## config.mk

```make
export PLATFORM = sky130hd
export DESIGN_NAME = image_sensor_emulator
export DESIGN_NICKNAME = d
export VERILOG_FILES = /design/src/rtl/image_sensor_emulator_pkg.sv /design/src/rtl/sensor_pixclk_gen.sv /design/src/rtl/image_sensor_emulator.sv
export SDC_FILE = /design/constraint.sdc
export NUM_CORES = 1
export LEC_CHECK = 0
export CAP_MARGIN = 25
export CORE_ASPECT_RATIO = 0.8
export CORE_MARGIN = 10
export CORE_UTILIZATION = 30
export DETAILED_ROUTE_END_ITERATION = 10
export MAX_ROUTING_LAYER = met4
export PLACE_DENSITY_LB_ADDON = 0.2
export SYNTH_ARGS = -nofsm -noshare
export SYNTH_HDL_FRONTEND = slang
export SYNTH_SLANG_ARGS = --single-unit
export TNS_END_PERCENT = 30
```

## constraint.sdc

```tcl
create_clock -name clock -period 3.42 [get_ports clock]
set_clock_uncertainty 0.15 [all_clocks]
set_input_delay 0.342 -clock clock [delete_from_list [all_inputs] [get_ports clock]]
set_output_delay 0.342 -clock clock [all_outputs]
set_load 0.005 [all_outputs]
```

## src/rtl/image_sensor_emulator_pkg.sv

```systemverilog
// Shared image/sensor constants, pattern-select encoding and the test-pattern generator.
package image_sensor_emulator_pkg;

  localparam int unsigned SensorDoutWidth = 12;
  localparam int unsigned TriggerCycles   = 3840;
  localparam int unsigned ImageBitDepth   = 12;
  localparam int unsigned ImageMemSize    = 3072;

  typedef enum logic [1:0] {
    PatIndex   = 2'd0,  // running pixel index within the frame
    PatColumn  = 2'd1,  // column number
    PatConst   = 2'd2,  // fixed 12'hA5A
    PatChecker = 2'd3   // all-zero / all-one checkerboard
  } pattern_sel_e;

  typedef enum logic [2:0] {
    StIdle,
    StTrigger,
    StLead,
    StLine,
    StHblank,
    StTrail
  } sensor_state_e;

  // Pixel value for a given row/column; index pattern wraps modulo 2^SensorDoutWidth.
  function automatic logic [SensorDoutWidth-1:0] pattern_pixel(
    input pattern_sel_e sel,
    input logic [31:0]  row,
    input logic [31:0]  col,
    input logic [31:0]  width
  );
    logic [SensorDoutWidth-1:0] pix;
    pix = '0;
    unique case (sel)
      PatIndex:   pix = SensorDoutWidth'(row * width + col);
      PatColumn:  pix = SensorDoutWidth'(col);
      PatConst:   pix = 12'hA5A;
      PatChecker: pix = {SensorDoutWidth{row[0] ^ col[0]}};
      default:    pix = '0;
    endcase
    return pix;
  endfunction

endpackage

```

## src/rtl/sensor_pixclk_gen.sv

```systemverilog
// Free-running divided pixel clock with a strobe marking the edge where it falls.
module sensor_pixclk_gen #(
  parameter int unsigned PIXCLK_DIV = 4
) (
  input  logic clk_i,
  input  logic rst_i,
  output logic pixclk_o,
  output logic fall_tick_o
);

  localparam int unsigned PhaseW = (PIXCLK_DIV > 2) ? $clog2(PIXCLK_DIV) : 1;
  localparam int unsigned Half   = PIXCLK_DIV / 2;

  logic [PhaseW-1:0] phase_q, phase_d;
  logic              pixclk_q, pixclk_d;

  // Next phase wraps at PIXCLK_DIV-1; pixclk is high for the first half of the period.
  always_comb begin
    phase_d  = (phase_q == PhaseW'(PIXCLK_DIV - 1)) ? '0 : phase_q + PhaseW'(1);
    pixclk_d = (phase_d < PhaseW'(Half));
  end

  // Phase and registered pixclk; reset parks at phase 0 with pixclk high.
  always_ff @(posedge clk_i or posedge rst_i) begin
    if (rst_i) begin
      phase_q  <= '0;
      pixclk_q <= 1'b1;
    end else begin
      phase_q  <= phase_d;
      pixclk_q <= pixclk_d;
    end
  end

  assign pixclk_o    = pixclk_q;
  // The coming edge moves phase to Half, i.e. pixclk goes 1->0.
  assign fall_tick_o = (phase_q == PhaseW'(Half - 1));

endmodule

```

## src/rtl/image_sensor_emulator.sv

```systemverilog
// Parallel image sensor model: trigger qualification, frame/line timing and test patterns.
module image_sensor_emulator
  import image_sensor_emulator_pkg::*;
#(
  parameter int unsigned WIDTH       = 64,
  parameter int unsigned HEIGHT      = 48,
  parameter int unsigned PIXCLK_DIV  = 4,
  parameter int unsigned HBLANK      = 8,
  parameter int unsigned VBLANK      = 4,
  parameter int unsigned TRIGGER_MIN = TriggerCycles
) (
  input  logic                       clock,
  input  logic                       reset,
  input  logic                       sensorTrigger,
  input  logic [1:0]                 patternSel,
  output logic                       sensorPixclk,
  output logic                       sensorLineValid,
  output logic                       sensorFrameValid,
  output logic [SensorDoutWidth-1:0] sensorDout,
  output logic                       busy,
  output logic                       frameDone,
  output logic                       triggerShort
);

  localparam int unsigned ColW     = $clog2(WIDTH + 1);
  localparam int unsigned RowW     = $clog2(HEIGHT);
  localparam int unsigned MaxBlank = (HBLANK > VBLANK) ? HBLANK : VBLANK;
  localparam int unsigned CntW     = $clog2(MaxBlank + 1);
  localparam int unsigned TrigW    = $clog2(TRIGGER_MIN + 1);

  logic fall_tick;

  sensor_pixclk_gen #(
    .PIXCLK_DIV (PIXCLK_DIV)
  ) u_pixclk (
    .clk_i       (clock),
    .rst_i       (reset),
    .pixclk_o    (sensorPixclk),
    .fall_tick_o (fall_tick)
  );

  sensor_state_e              state_q, state_d;
  logic [TrigW-1:0]           trig_cnt_q, trig_cnt_d;
  logic [CntW-1:0]            cnt_q, cnt_d;
  logic [RowW-1:0]            row_q, row_d;
  logic [ColW-1:0]            col_q, col_d;
  pattern_sel_e               pat_q, pat_d;
  logic                       busy_q, busy_d;
  logic                       fv_q, fv_d;
  logic                       lv_q, lv_d;
  logic [SensorDoutWidth-1:0] dout_q, dout_d;
  logic                       done_q, done_d;
  logic                       short_q, short_d;
  logic                       emit;
  logic [ColW-1:0]            emit_col;

  // Next state: trigger qualification runs every cycle, frame timing advances on fall ticks.
  // col counts pixels already emitted, so col == WIDTH means the line is complete.
  always_comb begin
    state_d    = state_q;
    trig_cnt_d = trig_cnt_q;
    cnt_d      = cnt_q;
    row_d      = row_q;
    col_d      = col_q;
    pat_d      = pat_q;
    busy_d     = busy_q;
    fv_d       = fv_q;
    lv_d       = lv_q;
    dout_d     = dout_q;
    done_d     = 1'b0;
    short_d    = 1'b0;
    emit       = 1'b0;
    emit_col   = '0;

    unique case (state_q)
      StIdle: begin
        if (sensorTrigger) begin
          state_d    = StTrigger;
          trig_cnt_d = TrigW'(1);
        end
      end
      StTrigger: begin
        if (sensorTrigger) begin
          if (trig_cnt_q < TrigW'(TRIGGER_MIN)) trig_cnt_d = trig_cnt_q + TrigW'(1);
        end else if (trig_cnt_q >= TrigW'(TRIGGER_MIN)) begin
          pat_d      = pattern_sel_e'(patternSel);
          busy_d     = 1'b1;
          row_d      = '0;
          col_d      = '0;
          cnt_d      = '0;
          trig_cnt_d = '0;
          state_d    = StLead;
        end else begin
          short_d    = 1'b1;
          trig_cnt_d = '0;
          state_d    = StIdle;
        end
      end
      StLead: begin
        // First tick raises FrameValid; cnt tracks lead periods already shown.
        if (fall_tick) begin
          if (cnt_q == CntW'(VBLANK)) begin
            emit     = 1'b1;
            emit_col = '0;
            col_d    = ColW'(1);
            state_d  = StLine;
          end else begin
            fv_d  = 1'b1;
            cnt_d = cnt_q + CntW'(1);
          end
        end
      end
      StLine: begin
        if (fall_tick) begin
          if (col_q == ColW'(WIDTH)) begin
            lv_d    = 1'b0;
            dout_d  = '0;
            cnt_d   = CntW'(1);
            col_d   = '0;
            state_d = (row_q == RowW'(HEIGHT - 1)) ? StTrail : StHblank;
          end else begin
            emit     = 1'b1;
            emit_col = col_q;
            col_d    = col_q + ColW'(1);
          end
        end
      end
      StHblank: begin
        if (fall_tick) begin
          if (cnt_q == CntW'(HBLANK)) begin
            row_d    = row_q + RowW'(1);
            emit     = 1'b1;
            emit_col = '0;
            col_d    = ColW'(1);
            state_d  = StLine;
          end else begin
            cnt_d = cnt_q + CntW'(1);
          end
        end
      end
      StTrail: begin
        if (fall_tick) begin
          if (cnt_q == CntW'(VBLANK)) begin
            fv_d    = 1'b0;
            done_d  = 1'b1;
            busy_d  = 1'b0;
            cnt_d   = '0;
            state_d = StIdle;
          end else begin
            cnt_d = cnt_q + CntW'(1);
          end
        end
      end
      default: state_d = StIdle;
    endcase

    if (emit) begin
      lv_d   = 1'b1;
      dout_d = pattern_pixel(pat_q, 32'(row_d), 32'(emit_col), 32'(WIDTH));
    end
  end

  // State and output registers; reset abandons any frame without a done pulse.
  always_ff @(posedge clock or posedge reset) begin
    if (reset) begin
      state_q    <= StIdle;
      trig_cnt_q <= '0;
      cnt_q      <= '0;
      row_q      <= '0;
      col_q      <= '0;
      pat_q      <= PatIndex;
      busy_q     <= 1'b0;
      fv_q       <= 1'b0;
      lv_q       <= 1'b0;
      dout_q     <= '0;
      done_q     <= 1'b0;
      short_q    <= 1'b0;
    end else begin
      state_q    <= state_d;
      trig_cnt_q <= trig_cnt_d;
      cnt_q      <= cnt_d;
      row_q      <= row_d;
      col_q      <= col_d;
      pat_q      <= pat_d;
      busy_q     <= busy_d;
      fv_q       <= fv_d;
      lv_q       <= lv_d;
      dout_q     <= dout_d;
      done_q     <= done_d;
      short_q    <= short_d;
    end
  end

  assign sensorLineValid  = lv_q;
  assign sensorFrameValid = fv_q;
  assign sensorDout       = dout_q;
  assign busy             = busy_q;
  assign frameDone        = done_q;
  assign triggerShort     = short_q;

endmodule

```

==> results.ini, run 1 <==
[pwr]
leakagePower_nw = 1.60
power_density_nw_per_um2 = 382
peakVddDrop_uv = 182
p_total_mw = 1.48

[layout]
final_layout_size_suffix_gt1_frac = 0.0882
antenna_cells = 0
nets = 413
syn2layout_area_growth_pct = 16.9
fin_area_um2 = 3860
fin_cells = 541
fillers = 1125

[sta]
final_max_slew_viol_count = 0
fin_setup_tns_ns = 0
finalHoldViolCount = 0
period_minus_slack_ns = 2.86
max_freq_ghz = 0.349
worstMarginPinSlew_ns = 0.734
finalSetupViolations = 0
slew_headroom = 0.506
rsz0062_at_grt = false
post-route-period-util = 0.837

[logic_synthesis]
yosysWarnings = 0
synth.avg_cell_area_um2 = 8.79
synth_area_um2 = 3310
synth_top_cell_area_share = 0.401
yosysTopAreaCell = dfrtp_1
synthArstFlopShare = 1.00
post_synth_num_cell_types = 67
synthTopCellsByArea = dfrtp_1 40%, nand2_1 5.0%, o21ai_0 5.0%
seq_area_frac_synth = 0.409
synth_enable_flop_cells = 0
synth-seq-cells = 54
ys.flop_type = dfrtp_1
synthCells = 376
synth_nets = 392

[detailed_routing]
ant_nets = 0
drt_drc_violations_left = 0
drt-total-wl_um = 8190
viasPerCell = 5.16
wl_per_cell_um = 15.1
firstDrtPassIters = 5
drt_iter0_drc = 211
vias = 2791

[run_status]
status = completed

[die]
die_area_um2 = 15600
die_w_um = 137
ios = 23
initial_utilization = 0.306
rows = 34
coreArea_um2 = 10800
dieHeight_um = 114

[min_path]
min_path_type = in -> async

[global_route]
antenna_found_initial = 0
grt_start_max_net_pins = 37
grt_pass1_vias = 2681
grt_pass1_wl_um = 13800
grt_usage = 0.110
grt.overflow.total = 0

[place]
dpl.hpwl_um = 6060
post-place-cells = 534
placed_cell_area_um2 = 3700
place.port_buffers = 22
place.gp.congestion = 0.834

[clock_network]
cts_tree = built
h-tree-depth = 2
cts_hold_buf = 0
cts_resized = 0
clock_sinks = 54
clk_latency_ns = 0.29
cts_buffer_depth = 2
clk_pin_slew_worst_paths_ns = 0.07
post-cts-setup-buffers = 0
numCtsBuffers = 5
cts_root_buf = clkbuf_16

[critical_path]
start_kind = flip-flop
cp.required_ns = 3.47
endpoint_kind = flip-flop
critPathMaxFanout = 11
path_class = reg -> reg
worstPathArrival_ns = 2.91
rr_worst_depth = 11

[flow_run]
drv_cap = 0

[worst max-delay path, stage by stage (launching register included)]
cell and delay, ns:
dfrtp_1 0.38, inv_1 0.06, ha_1 0.41, and4b_1 0.35
a21boi_0 0.20, buf_4 0.16, and2_1 0.17, ha_1 0.23
ha_1 0.20, nand3_1 0.09, xor2_1 0.15, o311ai_1 0.23
[path summary, 6_finish.rpt]
check / from / end / slack [ns]
max reg2reg: u_pixclk.phase_q[1]$_DFF_PP0_ / sensorDout[10]$_DFFE_PP0P_ / 0.56
min in group clock: u_pixclk.phase_q[0]$_DFF_PP0_ / u_pixclk.phase_q[0]$_DFF_PP0_ / 0.32
max in group asynchronous: reset / col_q[6]$_DFFE_PP0P_ / 2.08
max: u_pixclk.phase_q[1]$_DFF_PP0_ / sensorDout[10]$_DFFE_PP0P_ / 0.56
min: reset / trig_cnt_q[9]$_DFFE_PP0P_ / 0.21
min reg2reg: u_pixclk.phase_q[0]$_DFF_PP0_ / u_pixclk.phase_q[0]$_DFF_PP0_ / 0.32
[layout by cell type (no fill, tap or decap), types with 4 or more instances in the layout]
cell type,netlist,layout
dfrtp_1,53,53
nand2_1,44,44
o21ai_0,33,33
nor2_1,32,32
clkdlybuf4s50_1,0,22
inv_1,20,19
nand3_1,17,17
a21oi_1,13,13
ha_1,11,11
o21ai_1,10,10
buf_4,1,10
and3_1,7,7
a211oi_1,7,7
nor2b_1,6,6
nand4_1,6,6
a31oi_1,6,6
xor2_1,6,6
o211ai_1,5,5
xnor2_1,5,5
clkbuf_16,0,5
nor3_1,4,4
a2bb2oi_1,4,4
[stage by stage]
stage	setup slack (ns)	util	hold WS, ns
after floorplan	0.749	-	0.284
after global placement	0.584	0.342	0.295
after detailed placement	0.548	0.342	0.317
after CTS	0.554	0.358	0.238
after global routing	0.346	0.358	0.277
final	0.559	0.358	0.210
[power by group]
group          switching, mW  internal, mW  leakage [nW]
Sequential            0.0352         0.660         0.621
Combinational          0.128        0.0719         0.898
Clock                  0.237         0.343        0.0799
[layer usage]
metal / vias up / GRT usage / wire length, um
met3: 4 / 0.0198 / 275
met5: - / - / 0
li1: 1406 / - / -
met2: 43 / 0.160 / 3620
met4: 0 / 0.0252 / 55
met1: 1338 / 0.155 / 4230
[kinds of logic (layout without fill, tap and decap cells)]
| kind of cell | after synthesis | in the layout | share of synthesized area |
|---|---|---|---|
| compound gates | 111 | 111 | 0.220 |
| xor+xnor | 11 | 11 | 0.0291 |
| fa+ha+maj | 11 | 11 | 0.0416 |
| buf+inv | 38 | 59 | 0.0473 |
| flops | 54 | 54 | 0.409 |
| mux | 6 | 6 | 0.0197 |
| simple gates | 145 | 145 | 0.234 |
[cell usage after synthesis (3+ instances only)]
cell type and number:
inv_1 20, clkbuf_1 14, a2bb2oi_1 4, o21a_1 3, nor3_1 4, o22ai_1 3, o211ai_1 5, ha_1 11
xnor2_1 5, a211oi_1 7, a22oi_1 3, dfrtp_1 53, nand4_1 6, nand3_1 17, a31oi_1 6, a21oi_1 13
nor2b_1 6, o21ai_0 33, mux2_2 3, and4_1 3, xor2_1 6, and3_1 7, nor2_1 32, nand2_1 44
o21ai_1 10, o31ai_1 3
[cell type report]
| cell class | count | area (um2) | area share |
|---|---|---|---|
| Sequential cell | 54 | 1350 | 0.350 |
| Clock buffer | 5 | 125 | 0.0324 |
| Timing Repair Buffer | 32 | 295 | 0.0764 |
| Tap cell | 144 | 180 | 0.0466 |
| Clock inverter | 2 | 38.8 | 0.0100 |
| Multi-Input combinational cell | 284 | 1800 | 0.465 |
| Inverter | 20 | 75.1 | 0.0194 |
[sequential cells by signal (all words and copies together) (netlist names)]
name,cells
row_q,6
sensorFrameValid,1
u_pixclk.pixclk_o,1
col_q,7
sensorLineValid,1
state_q,3
triggerShort,1
busy,1
trig_cnt_q,12
frameDone,1
u_pixclk.phase_q,2
cnt_q,4
sensorDout,12
pat_q,2
Power figures use the tool's default switching activity.
==> run 2: changes to the inputs <==
==> constraint.sdc (replaced) <==
create_clock -name clock -period 2.7 [get_ports clock]
set_clock_uncertainty 0.15 [all_clocks]
set_input_delay 0.27 -clock clock [delete_from_list [all_inputs] [get_ports clock]]
set_output_delay 0.27 -clock clock [all_outputs]
set_load 0.005 [all_outputs]
==> run 2 against run 1 <==
Combinational power up 51%. Non-clock buffer count rose by 16. Routed wire length increased by 3.3%. Critical path depth stayed put. Sequential share of layout area fell by 1.4 points. Cell count grew 3.1%. Clock-buffer cell count unchanged. Via count rose by 3.3%. Largest power group unchanged. Register-to-register slack worse by 0.40 ns. First-iteration DRC count rose by 16%. Global-route usage increased by 0.68 points. Sequential power is 24% higher.
==> results.ini, run 2 (synthesis gave the netlist of run 1 again) <==
[critical_path]
r2r_end = sensorDout[10]$_DFFE_PP0P_
reg2reg_from = cnt_q[0]$_DFFE_PP0P_
startpoint = cnt_q[0]$_DFFE_PP0P_
critical_path_cell_count = 11  ; unchanged
rrSetupSlack_ns = 0.16  ; -0.40 ns
endpoint_kind = flip-flop
worstPathArrival_ns = 2.60  ; -0.31 ns
cp.required_ns = 2.76  ; -0.71 ns
critPathMaxFanout = 6  ; -5
start_kind = flip-flop
path_class = reg -> reg
rr_worst_depth = 11  ; unchanged
cpPeakStageDelay_ns = 0.42  ; about the same
cp_top_family = adder cells
slowest_stage = dfrtp_1
cp_num_buf_inv = 2  ; unchanged
crit_chain = inv_1 -> ha_2 -> and4b_2 -> nand2_1 -> o21a_1 -> inv_1 -> ha_2 -> ha_1 -> nand3_1 -> xor2_1 -> o311ai_1

[die]
ios = 23  ; unchanged
die_w_um = 137  ; unchanged
rows = 34  ; unchanged
coreArea_um2 = 10800  ; unchanged
die_area_um2 = 15600  ; unchanged
dieHeight_um = 114  ; unchanged
initial_utilization = 0.306  ; unchanged

[global_route]
antenna_found_initial = 0  ; unchanged
grt_busiest_layer = met2
grt_pass1_vias = 2798  ; +4.4%
grt_use_met2 = 0.166  ; +0.00577
met1_usage = 0.164  ; +0.00929
grt_usage = 0.117  ; +0.00680
grt.overflow.total = 0  ; unchanged
grt_start_max_net_pins = 25  ; -32%
grt_pass1_wl_um = 14500  ; +5.2%
use_met3 = 0.0215  ; +0.00176

[layout]
final_layout_size_suffix_gt1_frac = 0.138  ; +0.0495
multiInputGateArea_um2 = 1810  ; +0.91%
final_common_cell = dfrtp_1
nets = 429  ; +3.9%
fillers = 1123  ; -0.18%
final_cell_mix = 53 x dfrtp_1, 44 x nand2_1, 33 x o21ai_0, 32 x nor2_1, 25 x buf_4
antenna_cells = 0  ; unchanged
regArea_um2 = 1350  ; unchanged
syn2layout_area_growth_pct = 21.7

[sta]
finalSetupViolations = 0  ; unchanged
fin_setup_tns_ns = 0  ; unchanged
slew_headroom = 0.525  ; +0.0192
period_minus_slack_ns = 2.54  ; -0.319 ns
max_freq_ghz = 0.393  ; +13%
final_max_slew_viol_count = 0  ; unchanged
worstMarginPinSlew_ns = 0.705  ; -0.0285 ns
finalHoldViolCount = 0  ; unchanged
post-route-period-util = 0.942  ; +0.105

[min_path]
min_path_type = in -> async

[run_status]
status = completed

[pwr]
power_density_nw_per_um2 = 481  ; +26%
leakagePower_nw = 1.69  ; +5.5%
p_total_mw = 1.93  ; +31%
peakVddDrop_uv = 247  ; +35%

[detailed_routing]
ant_nets = 0  ; unchanged
drt_drc_violations_left = 0  ; unchanged
wl_per_cell_um = 15.2  ; +0.13%
drt_iter0_drc = 244  ; +16%
viasPerCell = 5.17  ; +0.15%
drt-total-wl_um = 8450  ; +3.3%
firstDrtPassIters = 4  ; -1
vias = 2883  ; +3.3%

[clock_network]
clk_pin_slew_worst_paths_ns = 0.08  ; about the same
clk_latency_ns = 0.30  ; about the same
numCtsBuffers = 5  ; unchanged
cts_hold_buf = 0  ; unchanged
clock_sinks = 54  ; unchanged
cts_tree = built
cts_root_buf = clkbuf_16
cts_buffer_depth = 2  ; unchanged
h-tree-depth = 2  ; unchanged

[flow_run]
drv_cap = 0  ; unchanged

[place]
place.gp.congestion = 0.828  ; -0.73%
dpl.hpwl_um = 6370  ; +5.1%
place.port_buffers = 22  ; unchanged

run 2: cell count changes in the layout (fill, tap and decap cells not counted), sizes merged:
cell / change
inv: +2
clkinv: -1
buf: +16
run 2: cell type report:
cell class              count  area share
inverters                  20      0.0187
repair buffers             48       0.106
multi-input cells         284       0.451
clock inverters             3      0.0118
clock buffers               5      0.0311
well taps                 144      0.0448
flip-flops and latches     54       0.336
run 2: how the worst max path moves through the flow:
| stage | slack (ns) | to |
|---|---|---|
| after floorplan | 0.03 | sensorDout[10]$_DFFE_PP0P_ |
| after global placement | -0.02 | sensorDout[10]$_DFFE_PP0P_ |
| after detailed placement | -0.08 | sensorDout[10]$_DFFE_PP0P_ |
| after CTS | 0.01 | sensorDout[10]$_DFFE_PP0P_ |
| after global routing | -0.0004 | sensorDout[10]$_DFFE_PP0P_ |
| final | 0.16 | sensorDout[10]$_DFFE_PP0P_ |
run 2: timing repair:
action	4_1_cts	5_1_grt
buffers inserted	0	0
gates resized for setup	0	6
hold endpoints to repair	0	0
endpoints found under the setup margin	0	7
run 2: per-stage QoR:
stage	area, um2	setup WS [ns]	utilization	cells	hold slack (ns)
2_1_floorplan	3310	0.0289	-	376	0.270
3_3_place_gp	3830	-0.0187	0.355	550	0.296
3_5_place_dp	3830	-0.0777	0.355	550	0.306
4_1_cts	4010	0.0137	0.371	558	0.195
5_1_grt	4020	-0.000387	0.372	558	0.248
6_report	4020	0.157	0.372	558	0.173
run 2: where the power goes:
group / internal, mW / total, mW / switching [mW]
sequential: 0.836 / 0.865 / 0.0289
combinational: 0.119 / 0.303 / 0.183
clock: 0.445 / 0.768 / 0.322
run 2: metal layers:
layer / vias to the layer above / wire length (um)
met5: - / 0
met4: 0 / 99
met3: 8 / 225
met2: 35 / 3720
met1: 1395 / 4410
li1: 1445 / -
